### src/rtl/dsp_slice_pkg.sv
// Shared types, default widths and accumulator range helpers for the DSP slice.
package dsp_slice_pkg;

    typedef enum logic {
        MODE_SUM   = 1'b0,  // p0 +/- p1 into the accumulator
        MODE_INDEP = 1'b1   // p0 accumulates, p1 goes out on resultb
    } dsp_mode_e;

    localparam int DEF_A_W          = 18;
    localparam int DEF_B_W          = 19;
    localparam int DEF_ACC_W        = 64;
    localparam int DEF_COEF_DEPTH   = 8;
    localparam int DEF_CONST_SHIFT  = 8;

    // Widest accumulator the helpers below can range-check.
    localparam int SAT_MAX_W        = 128;
    localparam int SAT_X_W          = SAT_MAX_W + 2;

    // Per-beat controls that ride alongside the operands.
    typedef struct packed {
        dsp_mode_e mode;
        logic      sub;
        logic      negate;
        logic      accumulate;
        logic      loadconst;
        logic      chain_en;
    } dsp_ctrl_t;

    // Largest positive value of a w-bit signed number.
    function automatic logic signed [SAT_X_W-1:0] acc_max(input int unsigned w);
        return (SAT_X_W'(1) << (w - 1)) - SAT_X_W'(1);
    endfunction

    // True when x does not fit a w-bit signed number.
    function automatic logic acc_ovf(input logic signed [SAT_X_W-1:0] x,
                                     input int unsigned w);
        logic signed [SAT_X_W-1:0] hi;
        hi = acc_max(w);
        return (x > hi) || (x < ~hi);
    endfunction

    // Clamp to the w-bit signed range when sat is set, otherwise keep low bits.
    function automatic logic [SAT_MAX_W-1:0] sat_clamp(input logic signed [SAT_X_W-1:0] x,
                                                       input int unsigned w,
                                                       input logic sat);
        logic signed [SAT_X_W-1:0] hi;
        hi = acc_max(w);
        if (sat && (x > hi)) return SAT_MAX_W'(hi);
        if (sat && (x < ~hi)) return SAT_MAX_W'(~hi);
        return SAT_MAX_W'(x);
    endfunction

endpackage

### src/rtl/dsp_coef_bank.sv
// Coefficient register file: one write port, two asynchronous read ports.
// A read in the same cycle as a write to that entry returns the old contents.
module dsp_coef_bank #(
    parameter int DEPTH = 8,
    parameter int AW    = 3,
    parameter int DW    = 19
) (
    input  logic          clk_i,
    input  logic          reset_i,
    input  logic          wr_en_i,
    input  logic [AW-1:0] wr_addr_i,
    input  logic [DW-1:0] wr_data_i,
    input  logic [AW-1:0] rd_addr_a_i,
    output logic [DW-1:0] rd_data_a_o,
    input  logic [AW-1:0] rd_addr_b_i,
    output logic [DW-1:0] rd_data_b_o
);

    logic [DEPTH-1:0][DW-1:0] mem_q;

    // Reset wipes every entry and masks any write issued during reset.
    always_ff @(posedge clk_i) begin
        if (reset_i)      mem_q <= '0;
        else if (wr_en_i) mem_q[wr_addr_i] <= wr_data_i;
    end

    assign rd_data_a_o = mem_q[rd_addr_a_i];
    assign rd_data_b_o = mem_q[rd_addr_b_i];

endmodule

### src/rtl/dsp_slice_param.sv
// Three-stage dual-multiplier DSP slice: capture, multiply, accumulate.
// Accumulator range checking relies on ACC_W <= 128 and ACC_W >= A_W+B_W+1.
module dsp_slice_param
    import dsp_slice_pkg::*;
#(
    parameter int A_W         = DEF_A_W,
    parameter int B_W         = DEF_B_W,
    parameter int ACC_W       = DEF_ACC_W,
    parameter int COEF_DEPTH  = DEF_COEF_DEPTH,
    parameter int CONST_SHIFT = DEF_CONST_SHIFT,
    parameter int SATURATE    = 0,
    localparam int CA_W       = $clog2(COEF_DEPTH),
    localparam int P_W        = A_W + B_W
) (
    input  logic             clk_i,
    input  logic             reset_i,
    input  logic             enable_i,
    input  logic             in_valid_i,
    input  logic             mode_i,
    input  logic [A_W-1:0]   a0_i,
    input  logic [A_W-1:0]   a1_i,
    input  logic [B_W-1:0]   b0_i,
    input  logic [B_W-1:0]   b1_i,
    input  logic             coef_sel_a_i,
    input  logic             coef_sel_b_i,
    input  logic [CA_W-1:0]  coef_addr_a_i,
    input  logic [CA_W-1:0]  coef_addr_b_i,
    input  logic             coef_wr_en_i,
    input  logic [CA_W-1:0]  coef_wr_addr_i,
    input  logic [B_W-1:0]   coef_wr_data_i,
    input  logic             sub_i,
    input  logic             negate_i,
    input  logic             accumulate_i,
    input  logic             loadconst_i,
    input  logic             chain_en_i,
    input  logic [ACC_W-1:0] chainin_i,
    output logic [ACC_W-1:0] resulta_o,
    output logic [P_W-1:0]   resultb_o,
    output logic [ACC_W-1:0] chainout_o,
    output logic             out_valid_o,
    output logic             overflow_o
);

    // Two guard bits so the three-way sum never wraps before range checking.
    localparam int X_W = ACC_W + 2;
    localparam logic signed [X_W-1:0] CONST_X = X_W'(1) << CONST_SHIFT;

    logic [3:1]              vld_q;
    dsp_ctrl_t               ctrl1_q, ctrl2_q;
    logic signed [A_W-1:0]   a0_q, a1_q;
    logic signed [B_W-1:0]   b0_q, b1_q;
    logic signed [P_W-1:0]   p0_q, p1_q;
    logic signed [ACC_W-1:0] acc_q, acc_d;
    logic [P_W-1:0]          resb_q;
    logic                    ovf_q, ovf_d;
    logic [B_W-1:0]          coef_a, coef_b;
    logic signed [X_W-1:0]   sum_x, term_x, fb_x, chain_x, acc_next;

    dsp_coef_bank #(
        .DEPTH (COEF_DEPTH),
        .AW    (CA_W),
        .DW    (B_W)
    ) u_coef_bank (
        .clk_i       (clk_i),
        .reset_i     (reset_i),
        .wr_en_i     (coef_wr_en_i),
        .wr_addr_i   (coef_wr_addr_i),
        .wr_data_i   (coef_wr_data_i),
        .rd_addr_a_i (coef_addr_a_i),
        .rd_data_a_o (coef_a),
        .rd_addr_b_i (coef_addr_b_i),
        .rd_data_b_o (coef_b)
    );

    // Beat valid shift register; reset drops every in-flight beat.
    always_ff @(posedge clk_i) begin
        if (reset_i)       vld_q <= '0;
        else if (enable_i) vld_q <= {vld_q[2:1], in_valid_i};
    end

    // S1: capture operands and controls, substituting bank coefficients.
    always_ff @(posedge clk_i) begin
        if (enable_i) begin
            ctrl1_q <= '{mode: dsp_mode_e'(mode_i), sub: sub_i, negate: negate_i,
                         accumulate: accumulate_i, loadconst: loadconst_i,
                         chain_en: chain_en_i};
            a0_q    <= a0_i;
            a1_q    <= a1_i;
            b0_q    <= coef_sel_a_i ? coef_a : b0_i;
            b1_q    <= coef_sel_b_i ? coef_b : b1_i;
        end
    end

    // S2: both signed products.
    always_ff @(posedge clk_i) begin
        if (enable_i) begin
            ctrl2_q <= ctrl1_q;
            p0_q    <= P_W'(a0_q) * P_W'(b0_q);
            p1_q    <= P_W'(a1_q) * P_W'(b1_q);
        end
    end

    // S3 next-state: combine products, feedback and chain, then range check.
    always_comb begin
        sum_x = X_W'(p0_q);
        if (ctrl2_q.mode == MODE_SUM)
            sum_x = ctrl2_q.sub ? X_W'(p0_q) - X_W'(p1_q) : X_W'(p0_q) + X_W'(p1_q);
        term_x = ctrl2_q.negate ? -sum_x : sum_x;
        fb_x = '0;
        if (ctrl2_q.accumulate) fb_x = X_W'(acc_q);
        if (ctrl2_q.loadconst)  fb_x = fb_x + CONST_X;
        chain_x  = ctrl2_q.chain_en ? X_W'($signed(chainin_i)) : '0;
        acc_next = fb_x + term_x + chain_x;
        ovf_d    = acc_ovf(SAT_X_W'(acc_next), ACC_W);
        acc_d    = ACC_W'(sat_clamp(SAT_X_W'(acc_next), ACC_W, SATURATE != 0));
    end

    // S3: results update only for valid beats; overflow flags that beat alone.
    always_ff @(posedge clk_i) begin
        if (reset_i) begin
            acc_q  <= '0;
            resb_q <= '0;
            ovf_q  <= 1'b0;
        end else if (enable_i) begin
            if (vld_q[2]) begin
                acc_q  <= acc_d;
                resb_q <= (ctrl2_q.mode == MODE_INDEP) ? p1_q : '0;
                ovf_q  <= ovf_d;
            end else begin
                ovf_q  <= 1'b0;
            end
        end
    end

    assign resulta_o   = acc_q;
    assign chainout_o  = acc_q;
    assign resultb_o   = resb_q;
    assign out_valid_o = vld_q[3];
    assign overflow_o  = ovf_q;

endmodule
### config.mk
export PLATFORM = sky130hd
export DESIGN_NAME = dsp_slice_param
export DESIGN_NICKNAME = d
export VERILOG_FILES = /design/src/rtl/dsp_slice_pkg.sv /design/src/rtl/dsp_coef_bank.sv /design/src/rtl/dsp_slice_param.sv
export SDC_FILE = /design/constraint.sdc
export NUM_CORES = 2
export LEC_CHECK = 0
export CORE_ASPECT_RATIO = 1.75
export CORE_MARGIN = 8
export CORE_UTILIZATION = 45
export CTS_BUF_LIST = sky130_fd_sc_hd__clkbuf_8 sky130_fd_sc_hd__clkbuf_16
export DETAILED_ROUTE_END_ITERATION = 10
export GPL_TIMING_DRIVEN = 1
export RECOVER_POWER = 100
export SKIP_LAST_GASP = 1
export SYNTH_ARGS = -nofsm -noshare
export SYNTH_HDL_FRONTEND = slang
export SYNTH_SLANG_ARGS = --single-unit
### constraint.sdc
create_clock -name clk_i -period 10.2 [get_ports clk_i]
set_input_delay 1.53 -clock clk_i [delete_from_list [all_inputs] [get_ports clk_i]]
set_output_delay 1.53 -clock clk_i [all_outputs]
set_load 0.01 [all_outputs]
== Word level (Yosys, flattened, before mapping) ==
Index checks and enable logic that the tools add are counted.
Operators by class
  add/sub/neg operators: 6
  $mul: 2
  $lt $le $gt $ge: 6
  mux-type cells: 17
  reductions and logical operators: 3
Operator list (number)
  $mux W66: 6
  $bwmux W152: 1
  $add A66 B66 Y66: 2
  $bmux W19 S3: 2
  $mux W19: 5
  $mul A18 B19 Y37: 2
  $add A66 B10 Y66 const B: 1
  $gt A66 B64 Y1 const B: 1
  $lt A66 B64 Y1 const B: 1
  $neg A66 Y66: 1
  $demux W19 S3: 1
  $add A37 B37 Y38: 1
  $sub A37 B37 Y38: 1
  $mux W37: 1
  $lt A3 B4 Y1 const B: 3
  $ge A3 B1 Y1 const B: 1
  $reduce_and A2 Y1: 1
  $logic_and A1 B1 Y1: 1
  $logic_or A1 B1 Y1: 1
  $mux W1: 1
Word-level totals
  register bits: 417
  bits of input ports: 179
  word-level logic and storage cells: 64

== Logic depth before layout (Yosys ltp) ==
  depth after elaboration: 10
  depth in mapped cells: 42

== Modules after synthesis ==
A second synthesis with hierarchy kept.
Unflattened totals
  cells, all modules: 6066
  area total of the unflattened synthesis: 54119.4 um^2
Modules (own cells, without submodules)
  dsp_slice_param: instances 1, cells an instance 5241, area an instance 46260.6 um^2
  dsp_coef_bank: instances 1, cells an instance 825, area an instance 7858.8 um^2

== Worst setup path before layout ==
Ideal clock, no wire load.
  path type: reg-to-reg
  start: register p1_q[3]
  end: register ovf_q, in the netlist overflow_o
  library setup time: 0.117 ns
  arrival: 8.317 ns
  required time: 10.083 ns
  setup slack: 1.766 ns
  stages on the path, launching flop included: 39
  buffers on the path: 2
  cells stage by stage: edfxtp_1 > clkbuf_1 > or4_1 > nor4_1 > nor2b_1 > nand2_1 > nor2_1 > a21oi_1 > xnor2_1 > ha_1 > clkbuf_1 > nand2_1 > o21ai_0 > o21bai_2 > a2111oi_1 > or4b_1 > a2111oi_1 > nand4b_1 > [3 not listed] > xnor2_1 > fa_1 > inv_1 > ha_1 > and3_1 > and3_1 > and3_1 > and2_1 > o311ai_0 > a211oi_1 > o211ai_1 > and2_1 > o31ai_1 > a21oi_1 > xnor2_1 > and2_1 > mux2i_1 > a32o_2
Between the ends
  cells in the longest elaborated chain, start to end: 10
  elaborated cells between the ends (all ways): 12
  classes of those cells: add/sub: 5; order compare: 2; mux: 4; reduce/logical: 1
Ends and longest elaborated chain
  start: declaration: line dsp_slice_param.sv:52  | logic signed [P_W-1:0] p0_q, p1_q;
  start signal: assignment: line dsp_slice_param.sv:99  | p1_q <= P_W'(a1_q) * P_W'(b1_q);
  $add A37 B37 Y38 / $sub A37 B37 Y38 (equally long branches): line dsp_slice_param.sv:107  | sum_x = ctrl2_q.sub ? X_W'(p0_q) - X_W'(p1_q) : X_W'(p0_q) + X_W'(p1_q);
  $mux W66 (*): line dsp_slice_param.sv:107
  $mux W66 (*): line dsp_slice_param.sv:106  | if (ctrl2_q.mode == MODE_SUM)
  $neg A66 Y66: line dsp_slice_param.sv:108  | term_x = ctrl2_q.negate ? -sum_x : sum_x;
  $mux W66 (*): line dsp_slice_param.sv:108
  $add A66 B66 Y66 (*) (2 in a row): line dsp_slice_param.sv:113  | acc_next = fb_x + term_x + chain_x;
  $gt A66 B64 Y1 / $lt A66 B64 Y1 (equally long branches)
  $logic_or A1 B1 Y1 (*): line dsp_slice_pkg.sv:39  | return (x > hi) || (x < ~hi);
  $mux W1 (*): line dsp_slice_param.sv:125  | if (vld_q[2]) begin
  end signal: assignment: line dsp_slice_param.sv:128  | ovf_q <= ovf_d;
  end: declaration: line dsp_slice_param.sv:55  | logic ovf_q, ovf_d;
Mark *: on every way between the ends. The rest lies on a longest branch, timed or not.
A chain may end at the register's enable or synchronous reset.

== Worst setup path in the final report ==
Ends and elaborated chain as after synthesis.

==> summary by stage <==
Worst setup path
The worst setup path is of the reg -> reg kind. The largest individual stage delay along the critical path comes from the cell or4b_1. The critical path capture point type is a flop.

The required time of the critical path is between 10 and 15 ns. The nature of the critical path startpoint is a flop. The number of buffers and inverters on the critical path is 1.

The arrival time of the worst setup path is 10.20 ns. Along the worst path, the maximum fanout reaches 9. Grouping stages by cell kind, the critical path spends the most delay in simple AND/OR/NAND/NOR gates.

The maximum cell stage delay along the critical path is 0.60 ns.

Yosys
Summing every instance area after synthesis gives 52900 um2. By area, the combinational part of the netlist is dominated by adder cells. The post-synthesis async set-or-reset flop share is 0%. By instance count, the leading cell after synthesis is nand2_1. Counting distinct cell types in the post-synthesis netlist gives 95. The mean post-synth cell area is 8.795 um2. Summed over all instances, the cell type with the most area after synthesis is fa_1. The number of enable-type register cells in the synthesized netlist is 160. After synthesis, the share of cell area in mux cells is 4.423%.

The synthesized design devotes to its leading area cell type 28.65% of total area. The most used flip-flop cell after synthesis is dfxtp_1. Of the total synthesized cell area, the portion taken by full adders, half adders and majority gates is 35.60%. The simple-gate area share of the yosys netlist is 17.44%. Sequential cells were found to cover 18.81% of the synthesized design area.

When the netlist entered floorplanning its net count stood at ~7.2k. Summing the areas of all compound-gate instances in the mapped netlist gives 9.965% of the synthesized area. Summing the areas of all xor and xnor instances in the mapped netlist gives 4.381% of the synthesized area. Yosys printed 0 warnings. The commonest cells after synthesis are 1111 x nand2_1, 866 x inv_1, 757 x fa_1.

In the post-synthesis netlist, the biggest area contributors are fa_1 29%, dfxtp_1 9.7%, edfxtp_1 9.1%, nand2_1 7.9%, ha_1 7.0%. Synthesis produced a netlist whose cell count is 6014. Synthesis inferred 417 register bits.

Detailed routing
After detailed routing, the average wire length per cell comes to 21.73 um. The number of remaining DRC errors is 0. After the first detailed-routing iteration, the DRC count stood at 2439.

The routed design has 165900 um of wire. The count of vias placed by the detailed router is 42.40k. Once detail routing completed, the nets flagged for antenna violations numbered 0. The first detailed-routing pass took 7 iterations. The number of vias per cell after detailed routing is between 5 and 6.

Placement
Input and output buffers added on the ports amount to 345. The instance area after placement is around 57000 um2. After detailed placement, the design holds a cell count of 7545. The global placement routability congestion is 0.9365.

The half-perimeter wire length after placement is 130200 um. The worst-case setup slack after placement is 0.3978 ns.

Floorplan
The die outline width is 275.2 um. For this configuration, the core starts out at a cell density of 45.32%. The region available for standard cell placement spans 116700 um2. The die is about 470 um tall. Pin placement for this block handled ~350 I/O pins. The floorplan has 166 rows.

The floorplan die area is 129200 um2.

CTS
The longest clock path from root to sink contains 3 buffers. For the worst-skew pair, the clock arrives at the later sink with an insertion delay of ~0.7 ns. TritonCTS built the clock tree. The clock net in this run drives a total of 417 sinks. The number of levels in the clock H-tree is 2. The cell sitting at the root of the clock tree is a clkbuf_16. The clock transition at the registers of the reported paths is 0.07 ns. The number of buffers added by the clock tree synthesis step is between 40 and 50.

Layout
The area growth from synthesis to layout is 10.71%. In the final layout, the share of cells above drive strength 1 is 4.347%. The final net count is roughly 7.3k. Once layout is complete, the cells apart from fillers number 7633.

The finished cells cover 58560 um2.

STA
The max-slew violation count was 416. The achievable frequency is 103.5 MHz. The routed design could run at a clock period as short as between 9 and 10 ns.

The final worst slack is around 0.54 ns. For the pin with the worst max-slew slack, the measured transition is 3.664 ns. The largest clock skew in the final design is around 0.08 ns.

In the finished design, the share of the clock period the worst path needs comes to a little over nine tenths. For the final routed database, the setup TNS stands at 0 ns. Setup repair after global routing left no endpoint under its margin.

Setup violations remaining at the end of the flow were counted as 0. The final number of hold-violating endpoints is 0. In this run the tightest slew margin relative to its limit is -144.2%.

Global routing
The pin count of the biggest net entering global routing is 150. The number of antenna violations at the first check in global routing came to 3. The total congestion overflow is 0. The via count of the first global-routing pass is 44.82k. The overall routing resource usage is approximately a quarter. The first global-routing pass estimated 255700 um of wire.

Run status
The flow ran to the end, but the final reports show violations. The final reports fail on max-capacitance violations, max-slew violations.

Worst hold path
The kind of path behind the tightest hold check is reg -> reg.

Job
The count of max-cap constraint violations is 10.
## path summary, 6_finish.rpt
kind | start | endpoint | slack, ns | cells past startpoint
worst max-delay path | p1_q[3]$_DFFE_PP_ | overflow_o$_SDFFE_PP0P_ | 0.54 | 36
worst min register to register | ctrl1_q[5]$_DFFE_PP_ | ctrl2_q[5]$_DFFE_PP_ | 0.41 | 0
worst max register to register | p1_q[3]$_DFFE_PP_ | overflow_o$_SDFFE_PP0P_ | 0.54 | 36
worst min-delay path | ctrl1_q[5]$_DFFE_PP_ | ctrl2_q[5]$_DFFE_PP_ | 0.41 | 0
## layer usage
metal | track usage, % | up-vias | wire length [um]
li1 | - | 19310 | -
met1 | 27.56 | 21300 | 58900
met2 | 47.78 | 1377 | 87900
met3 | 2.609 | 420 | 8133
met4 | 14.35 | 0 | 10950
met5 | 0 | - | 0
## sequential cells by signal, summed over array words and instances (netlist names), 19 cells and up
register and count:
u_coef_bank.mem_q 152, p0_q 37, p1_q 37, chainout_o 64, resultb_o 37, b1_q 19
b0_q 19
## final cells by class
type                       count  area [um2]
clock buffer                  51        1231
tap                         1512        1892
antenna                        2       5.005
sequential                   417        9950
clock inverter                35       384.1
timing repair buffer         399        3815
inverter                     868        3258
fill                       11180       58170
multi-input combinational   4349       38030
## cells in the final DEF, fill, tap and decap left out, drive strengths merged, types with 47 or more instances in the layout
cell type / count
clkbuf: 62
edfxtp: 160
nor2: 216
mux2i: 47
dfxtp: 257
buf: 49
ha: 294
nor3: 52
mux4: 76
inv: 877
xor2: 51
o21ai: 118
clkdlybuf4s50: 127
fa: 757
and2: 289
a21oi: 478
dlygate4sd3: 212
nand3: 119
xnor2: 211
nand2: 1113
a21o: 61
nand2b: 60
## stage by stage
stage	util, %	hold slack, ns
after floorplan	-	0.4003
after global placement	48.82	0.4100
after detailed placement	48.82	0.4070
after CTS	50.21	0.4127
after global routing	50.17	0.4156
final	50.17	0.4115
## kinds of logic after synthesis
family,count (synthesis)
simple gates,2019
buf+inv,1248
fa+ha+maj,1051
compound gates,879
flops,417
xor+xnor,263
mux,137
## repair_timing
action	in CTS	in global routing
gates resized for setup	0	7
hold buffers	0	0
buffers inserted	0	0
setup endpoints to repair	0	10
Power is left out: the tool's default activity adds up to more than one toggle a clock period on the data nets, which glitch-free logic cannot reach.
